==> src/rtl/data_inf_pkg.sv <==
// Shared definitions for the data_inf stream bridges.
//   skid_state_e : occupancy state of a two-entry skid buffer
//   SKID_DEPTH   : number of storage entries in a skid buffer
//   skid_occ()   : maps a skid state to its entry count
package data_inf_pkg;

    localparam int SKID_DEPTH = 2;

    typedef enum logic [1:0] {
        EMPTY = 2'd0,
        ONE   = 2'd1,
        FULL  = 2'd2
    } skid_state_e;

    function automatic logic [1:0] skid_occ(input skid_state_e s);
        case (s)
            ONE:     skid_occ = 2'd1;
            FULL:    skid_occ = 2'(SKID_DEPTH);
            default: skid_occ = 2'd0;
        endcase
    endfunction

endpackage

==> src/rtl/data_inf_a2b_skid.sv <==
// Registered bridge from a plain data_inf stream (slaver_*) to a clocked
// data_inf_c stream (master_*), built as a two-entry skid buffer so that
// slaver_ready, master_valid and master_data all come from flops and one
// beat per clock is sustained.
// Ports:
//   clock, rst            : single clock, synchronous active-high reset
//   slaver_valid/_data    : upstream beat (in)
//   slaver_ready          : upstream accept (out, registered)
//   master_clock/_rst_n   : clock and active-low reset forwarded downstream
//   master_valid/_data    : downstream beat (out, registered)
//   master_ready          : downstream accept (in)
//   occupancy             : entries held, 0..2 (debug)
module data_inf_a2b_skid #(
    parameter int DSIZE = 8
) (
    input  logic             clock,
    input  logic             rst,
    input  logic             slaver_valid,
    input  logic [DSIZE-1:0] slaver_data,
    output logic             slaver_ready,
    output logic             master_clock,
    output logic             master_rst_n,
    output logic             master_valid,
    output logic [DSIZE-1:0] master_data,
    input  logic             master_ready,
    output logic [1:0]       occupancy
);
    import data_inf_pkg::*;

    skid_state_e      state_q, state_d;
    logic [DSIZE-1:0] m_data_q, m_data_d;
    logic [DSIZE-1:0] s_data_q, s_data_d;
    logic             valid_q, valid_d;
    logic             ready_q, ready_d;
    logic [1:0]       occ_q, occ_d;
    logic             in_fire, out_fire;

    assign master_clock = clock;
    assign master_rst_n = ~rst;

    // ready_q resets to 1 (EMPTY accepts); the rst gate keeps the upstream
    // ready low while reset is held and lets it rise in the very first
    // cycle after rst drops.
    assign slaver_ready = ready_q & ~rst;
    assign master_valid = valid_q;
    assign master_data  = m_data_q;
    assign occupancy    = occ_q;

    assign in_fire  = slaver_valid & slaver_ready;
    assign out_fire = valid_q & master_ready;

    // State and data registers
    always_ff @(posedge clock) begin
        if (rst) begin
            state_q  <= EMPTY;
            m_data_q <= '0;
            s_data_q <= '0;
            valid_q  <= 1'b0;
            ready_q  <= 1'b1;
            occ_q    <= 2'd0;
        end else begin
            state_q  <= state_d;
            m_data_q <= m_data_d;
            s_data_q <= s_data_d;
            valid_q  <= valid_d;
            ready_q  <= ready_d;
            occ_q    <= occ_d;
        end
    end

    // Next-state logic
    always_comb begin
        state_d = state_q;
        case (state_q)
            EMPTY: if (in_fire) state_d = ONE;
            ONE: begin
                if (in_fire && !out_fire)      state_d = FULL;
                else if (!in_fire && out_fire) state_d = EMPTY;
            end
            // slaver_ready is low in FULL, so only a drain can happen here
            FULL:    if (out_fire) state_d = ONE;
            default: state_d = EMPTY;
        endcase
    end

    // Datapath and registered-output next values
    always_comb begin
        m_data_d = m_data_q;
        s_data_d = s_data_q;
        case (state_q)
            EMPTY: if (in_fire) m_data_d = slaver_data;
            ONE: begin
                // New beat goes straight to the main register when the old
                // one leaves in the same cycle, otherwise it parks in skid.
                if (in_fire && out_fire) m_data_d = slaver_data;
                else if (in_fire)        s_data_d = slaver_data;
            end
            FULL:    if (out_fire) m_data_d = s_data_q;
            default: ;
        endcase
        valid_d = (state_d != EMPTY);
        ready_d = (state_d != FULL);
        occ_d   = skid_occ(state_d);
    end

endmodule

==> config.mk <==
export PLATFORM = sky130hd
export DESIGN_NAME = data_inf_a2b_skid
export DESIGN_NICKNAME = d
export VERILOG_FILES = /design/src/rtl/data_inf_pkg.sv /design/src/rtl/data_inf_a2b_skid.sv
export SDC_FILE = /design/constraint.sdc
export NUM_CORES = 1
export LEC_CHECK = 0
export CAP_MARGIN = 40
export CORE_MARGIN = 8
export CORE_UTILIZATION = 46
export CTS_CLUSTER_DIAMETER = 150
export DETAILED_ROUTE_END_ITERATION = 10
export PLACE_DENSITY_LB_ADDON = 0.15
export SLEW_MARGIN = 20
export SYNTH_ARGS = -nofsm -noshare
export SYNTH_HDL_FRONTEND = slang
export SYNTH_SLANG_ARGS = --single-unit
==> constraint.sdc <==
create_clock -name clock -period 1.7 [get_ports clock]
set_clock_uncertainty 0.2 [all_clocks]
set_input_delay 0.255 -clock clock [delete_from_list [all_inputs] [get_ports clock]]
set_output_delay 0.255 -clock clock [all_outputs]
set_load 0.01 [all_outputs]
==> impl_metrics.py <==
metrics = {
    "detailed_routing": {
        "drt_first_pass_iters": 4,
        "num_vias": 909,
        "drtIter0Drc": 23,
        "routed_wl_um": 2422,
        "ant_nets": 0,
        "vias_per_cell": 5.543,
        "wl_per_cell_um": 14.77,
        "route.detailed.drc": 0,
    },
    "global_routing": {
        "grt_pass1_wl_um": 4029,
        "grt_usage_pct": 13.19,
        "grt_start_max_net_pins": 13,
        "antenna_found_initial": 0,
        "grt_pass1_vias": 892,
        "grt-ovfl-total": 0,
    },
    "outcome": {
        "status": "completed",
    },
    "floorplanning": {
        "initial_core_util_pct": 49.49,
        "dieArea_um2": 3866,
        "coreArea_um2": 1982,
        "dieWidth_um": 62.18,
        "rows": 16,
        "die_h_um": 62.18,
        "pin_count": 26,
    },
    "synth": {
        "muxShareOfSynthArea_pct": 8.163,
        "ys_types": 26,
        "synth_nets": 111,
        "synth_area_um2": 980.9,
        "synth_top_area_share_pct": 44.90,
        "synth-xor-area-share_pct": 0.8929,
        "ys_seq_area_share_pct": 44.90,
        "synth-compound-area-share_pct": 29.97,
        "synth_top_family_by_area": "compound AO/OA/AOI/OAI gates",
        "synth_area_leader_cell": "dfxtp_1",
        "synth_fa_ha_area_share_pct": 0,
        "syn_avg_cell_area_um2": 9.908,
        "synth-simple-area-share_pct": 9.949,
        "synthCells": 99,
        "synth_warnings": 0,
        "yosys-top-cells-area": "dfxtp_1, a211oi_1, mux2i_1, a21oi_1, nand3_1",
        "ys_ff_latch": 22,
    },
    "setup_path": {
        "r2r-end": "master_data[7]$_SDFFE_PP0P_",
        "worstRegToRegCells": 4,
        "cp_max_fo": 2,
        "critPathCaptureType": "primary output",
        "critPathKind": "clock port to primary output",
        "critical_path_required_ps": 1240,
        "worstPathArrival_ps": 1220,
        "reg2reg_slack_ps": 200,
        "r2r_start": "state_q[0]$_SDFF_PP0_",
        "critPathLaunchType": "clock port",
    },
    "min_path": {
        "hp-class": "input pin to flop",
        "holdPathEnd": "s_data_q[7]$_SDFFE_PP0P_",
        "hold_start": "slaver_data[7]",
        "hold_depth": 3,
    },
    "timing": {
        "grt_setup_unrepaired": "false",
        "worst-slew-pin-transition_ps": 286.9,
        "max_slew_margin_pct": 80.87,
        "slew_viol_final": 0,
        "holdWs_ps": 213.1,
        "setup_tns_ps": 0,
        "setup_viol": 0,
        "finalHoldViolCount": 0,
    },
    "clocking": {
        "cts-resized-gates": 18,
        "cts_tree": "done",
        "hold_buffers": 0,
        "clkTransAtPathRegs_ps": 120,
        "clk_latency_ps": 420,
        "cts_setup_buffers": 0,
    },
    "power_and_ir_drop": {
        "p_leak_nw": 0.6176,
        "irDropWorstVdd_uv": 560.7,
        "p_per_area_nw_per_um2": 912.5,
    },
    "finish": {
        "drive_above_1_share_pct": 20.44,
        "antenna_cells": 0,
        "area_growth_pct": 40.69,
        "final_nets": 150,
        "fill_cells": 164,
    },
    "job": {
        "drv_cap": 0,
    },
    "place": {
        "dp_hpwl_um": 1790,
        "portBuffers": 25,
        "gp_congestion": 0.7959,
    },
}
## metrics by stage
step	util (%)	total power, W	std cells	instance area, um2	setup slack (ps)
detailed placement	67.30	0.0009064	157	1334	-189.6
CTS	69.57	0.001275	164	1379	20.04
global route	69.63	0.001327	164	1380	10.17
floorplan	-	0.0007628	99	980.9	191.0
finish	69.63	0.001259	164	1380	29.46
global placement	67.30	0.0009029	157	1334	-162.5
## cell type report
class	instances	area, um2	area share (%)
flip-flops and latches	22	445.4	32.28
inverters	1	3.754	0.2720
repair buffers	39	350.3	25.39
clock buffers	8	66.31	4.805
multi-input cells	67	480.5	34.81
well taps	27	33.78	2.448
## critical path, cell delays in order
cell and delay (ps):
clkbuf_4 110, clkbuf_4 120, clkbuf_4 140
## placed cells by master, fill, tap and decap left out, types with 2 or more instances in the layout
cell and instances:
mux2i_1 8, clkbuf_4 7, buf_4 14, nand2_1 2, a221oi_1 2, a21oi_1 9
dfxtp_1 20, a22o_1 2, dlygate4sd2_1 12, clkdlybuf4s50_1 11, nand3_1 8, a211oi_1 16
o21ai_0 8
## logic make-up (layout without fill, tap and decap cells)
kind of cell / Yosys count / count (layout)
simple gates: 16 / 16
mux: 8 / 8
flops: 22 / 22
buf+inv: 10 / 48
compound gates: 42 / 42
xor+xnor: 1 / 1
## cell usage after synthesis, drive strengths merged
cell type   n
nand2b      1
nand4bb     1
clkbuf      2
a21o        2
a21bo       1
buf         7
a21boi      1
xnor2       1
o21ai       8
mux2i       8
nor2        1
nor2b       1
a22o        2
and4b       1
nand2       2
a211oi     16
a221oi      2
inv         1
a21oi       9
and4bb      1
dfxtp      22
a221o       1
nand3       8
## where the power goes
group | internal (W) | total, W | leakage, nW | switching [W]
Clock | 0.000235 | 0.000442 | 0.0394 | 0.000206
Combinational | 0.000129 | 0.000247 | 0.398 | 0.000118
Sequential | 0.000550 | 0.000570 | 0.180 | 0.0000205
Total | 0.000914 | 0.00126 | 0.618 | 0.000345
## registers in the layout, summed over array words and instances (netlist names)
signal,cells
master_data,8
master_valid,1
occupancy,2
ready_q,1
s_data_q,8
state_q,2
## how the worst max path moves through the flow
| stage | start | endpoint | slack [ps] | cells after the start |
|---|---|---|---|---|
| 4_1_cts | clock | master_clock | 20 | 3 |
| 6_report | clock | master_clock | 30 | 3 |
| 3_3_place_gp | master_ready | master_data[1]$_SDFFE_PP0P_ | -160 | 5 |
| 5_1_grt | clock | master_clock | 10 | 3 |
| 2_1_floorplan | master_valid$_SDFF_PP0_ | master_data[6]$_SDFFE_PP0P_ | 190 | 5 |
| 3_5_place_dp | master_ready | master_data[7]$_SDFFE_PP0P_ | -190 | 5 |
## routing by layer
metal | vias to the layer above | track usage, % | part of all wire (%)
met5 | - | 0 | 0
met4 | 0 | 9.038 | 3.3
met3 | 8 | 7.168 | 7.4
met2 | 29 | 18.63 | 43
met1 | 420 | 14.78 | 46
li1 | 452 | - | -
(Power assumes the default switching activity.)
==> patch: new RTL, config.mk and constraints unchanged <==
Change the parameter `DSIZE` from 8 to 4.
--- a/src/rtl/data_inf_a2b_skid.sv
+++ b/src/rtl/data_inf_a2b_skid.sv
@@ -12,5 +12,5 @@
 //   occupancy             : entries held, 0..2 (debug)
 module data_inf_a2b_skid #(
-    parameter int DSIZE = 8
+    parameter int DSIZE = 4
 ) (
     input  logic             clock,
Ports: changed (resized master_data and slaver_data); port bits go from 26 to 18. The function was not compared with the original's and may differ.
==> patch against the unedited design <==
Hold slack better by 0.084 ns. Sequential cell count down 8. Non-clock buffer count fell by 15. Global-route usage decreased by 2.3 points. Area after synthesis is 38% lower. Power shrank 18%. Cell count shrank 37%. Die area down 29%. Setup slack got worse by 0.0030 ns. Register-to-register slack got worse by 0.09 ns. Utilization down 1.4 points. Wire length decreased by 50%. Final area down 37%. First-iteration DRC count decreased by 65%. Critical endpoint unchanged.
==> patch: results (changes against the unedited design) <==
GR Layer Usage met2=12.1% (-6.6 points); Reg2Reg Setup Slack=0.11 ns (-0.09 ns); syn avg cell area=9.93 µm² (+0.19%); worst hold slack=0.297 ns (+0.0838 ns); layout cells sized above 1=21.6% (+1.2 points); slack of the critical path=0.0265 ns (-0.00298 ns); Final #Nets=98 (-35%); Placed Cells=97 (-38%); leak pwr=0.418 nW (-32%); sequential share of power=39.9% (-5.4 points); dominant cells by area after synthesis=dfxtp_1, mux2i_1, a211oi_1, nor2_1, nand4bb_4; outcome=finished, final reports clean; Routed WL per cell=11.9 µm (-20%); GRT Total Usage=10.9% (-2.3 points); first-pass GRT wire length=2030 µm (-50%); routability cong.=0.795 (about the same); vias in the first global route=476 (-47%); Placed Area=833 µm² (-38%); Port Buf Inserts=17 (-32%); met1 Track Usage GR=11.8% (-3.0 points); routed wl met3=124 µm (-31%); Initial DRC Count=8 (-65%); metal2 WL=538 µm (-48%); NetSw=0.308 mW (-11%); fill count=108 (-34%); post-synth cell types=21 (-19%); P_clk=0.331 mW (-25%); most frequent cells after synthesis=dfxtp_1, nor2_1, mux2i_1; Vias=506 (-44%); Skew-Pair Late Insertion Delay=0.39 ns (-0.03 ns); Hold Crit Endpoint=s_data_q[2]$_SDFFE_PP0P_; wire length on met1=535 µm (-52%); RR Startpoint=state_q[1]$_SDFF_PP0_; via density per instance=4.91 (-11%); Syn Nets=69 (-38%); peak supply drop=0.000830 V (+48%); Hold Crit Start=slaver_data[2]
[patch: cell types whose count changed in the layout (fill, tap and decap cells not counted), moves of 7 or more]
cell | unedited run | this run
a211oi_1 | 16 | 6
dfxtp_1 | 20 | 13
a21oi_1 | 9 | 1
nor2_1 | 1 | 9
[patch: layout make-up]
cell class	count	share of cell area, %
Multi-Input combinational cell	40	33.8
Sequential cell	14	32.5
Timing Repair Buffer	24	24.1
Clock buffer	7	6.07
Tap cell	15	2.17
Inverter	3	1.30
[patch: cell families (layout without fill, tap and decap cells)]
family	Yosys count	in the layout	synth area share, %
and+or+nand+nor	18	18	17.2
AOI/OAI and AO/OA	14	14	18.0
DFF	14	14	46.3
muxes	8	8	13.2
buffers and inverters	7	34	5.37
[patch: worst max-delay path: stages]
cell and delay [ns]:
clkbuf_4 0.11, clkbuf_4 0.12, clkbuf_4 0.14
[patch: what timing repair did]
item,in CTS,in global routing
endpoints found under the setup margin,10,0
endpoints found under the hold margin,0,0
resized for setup,12,0
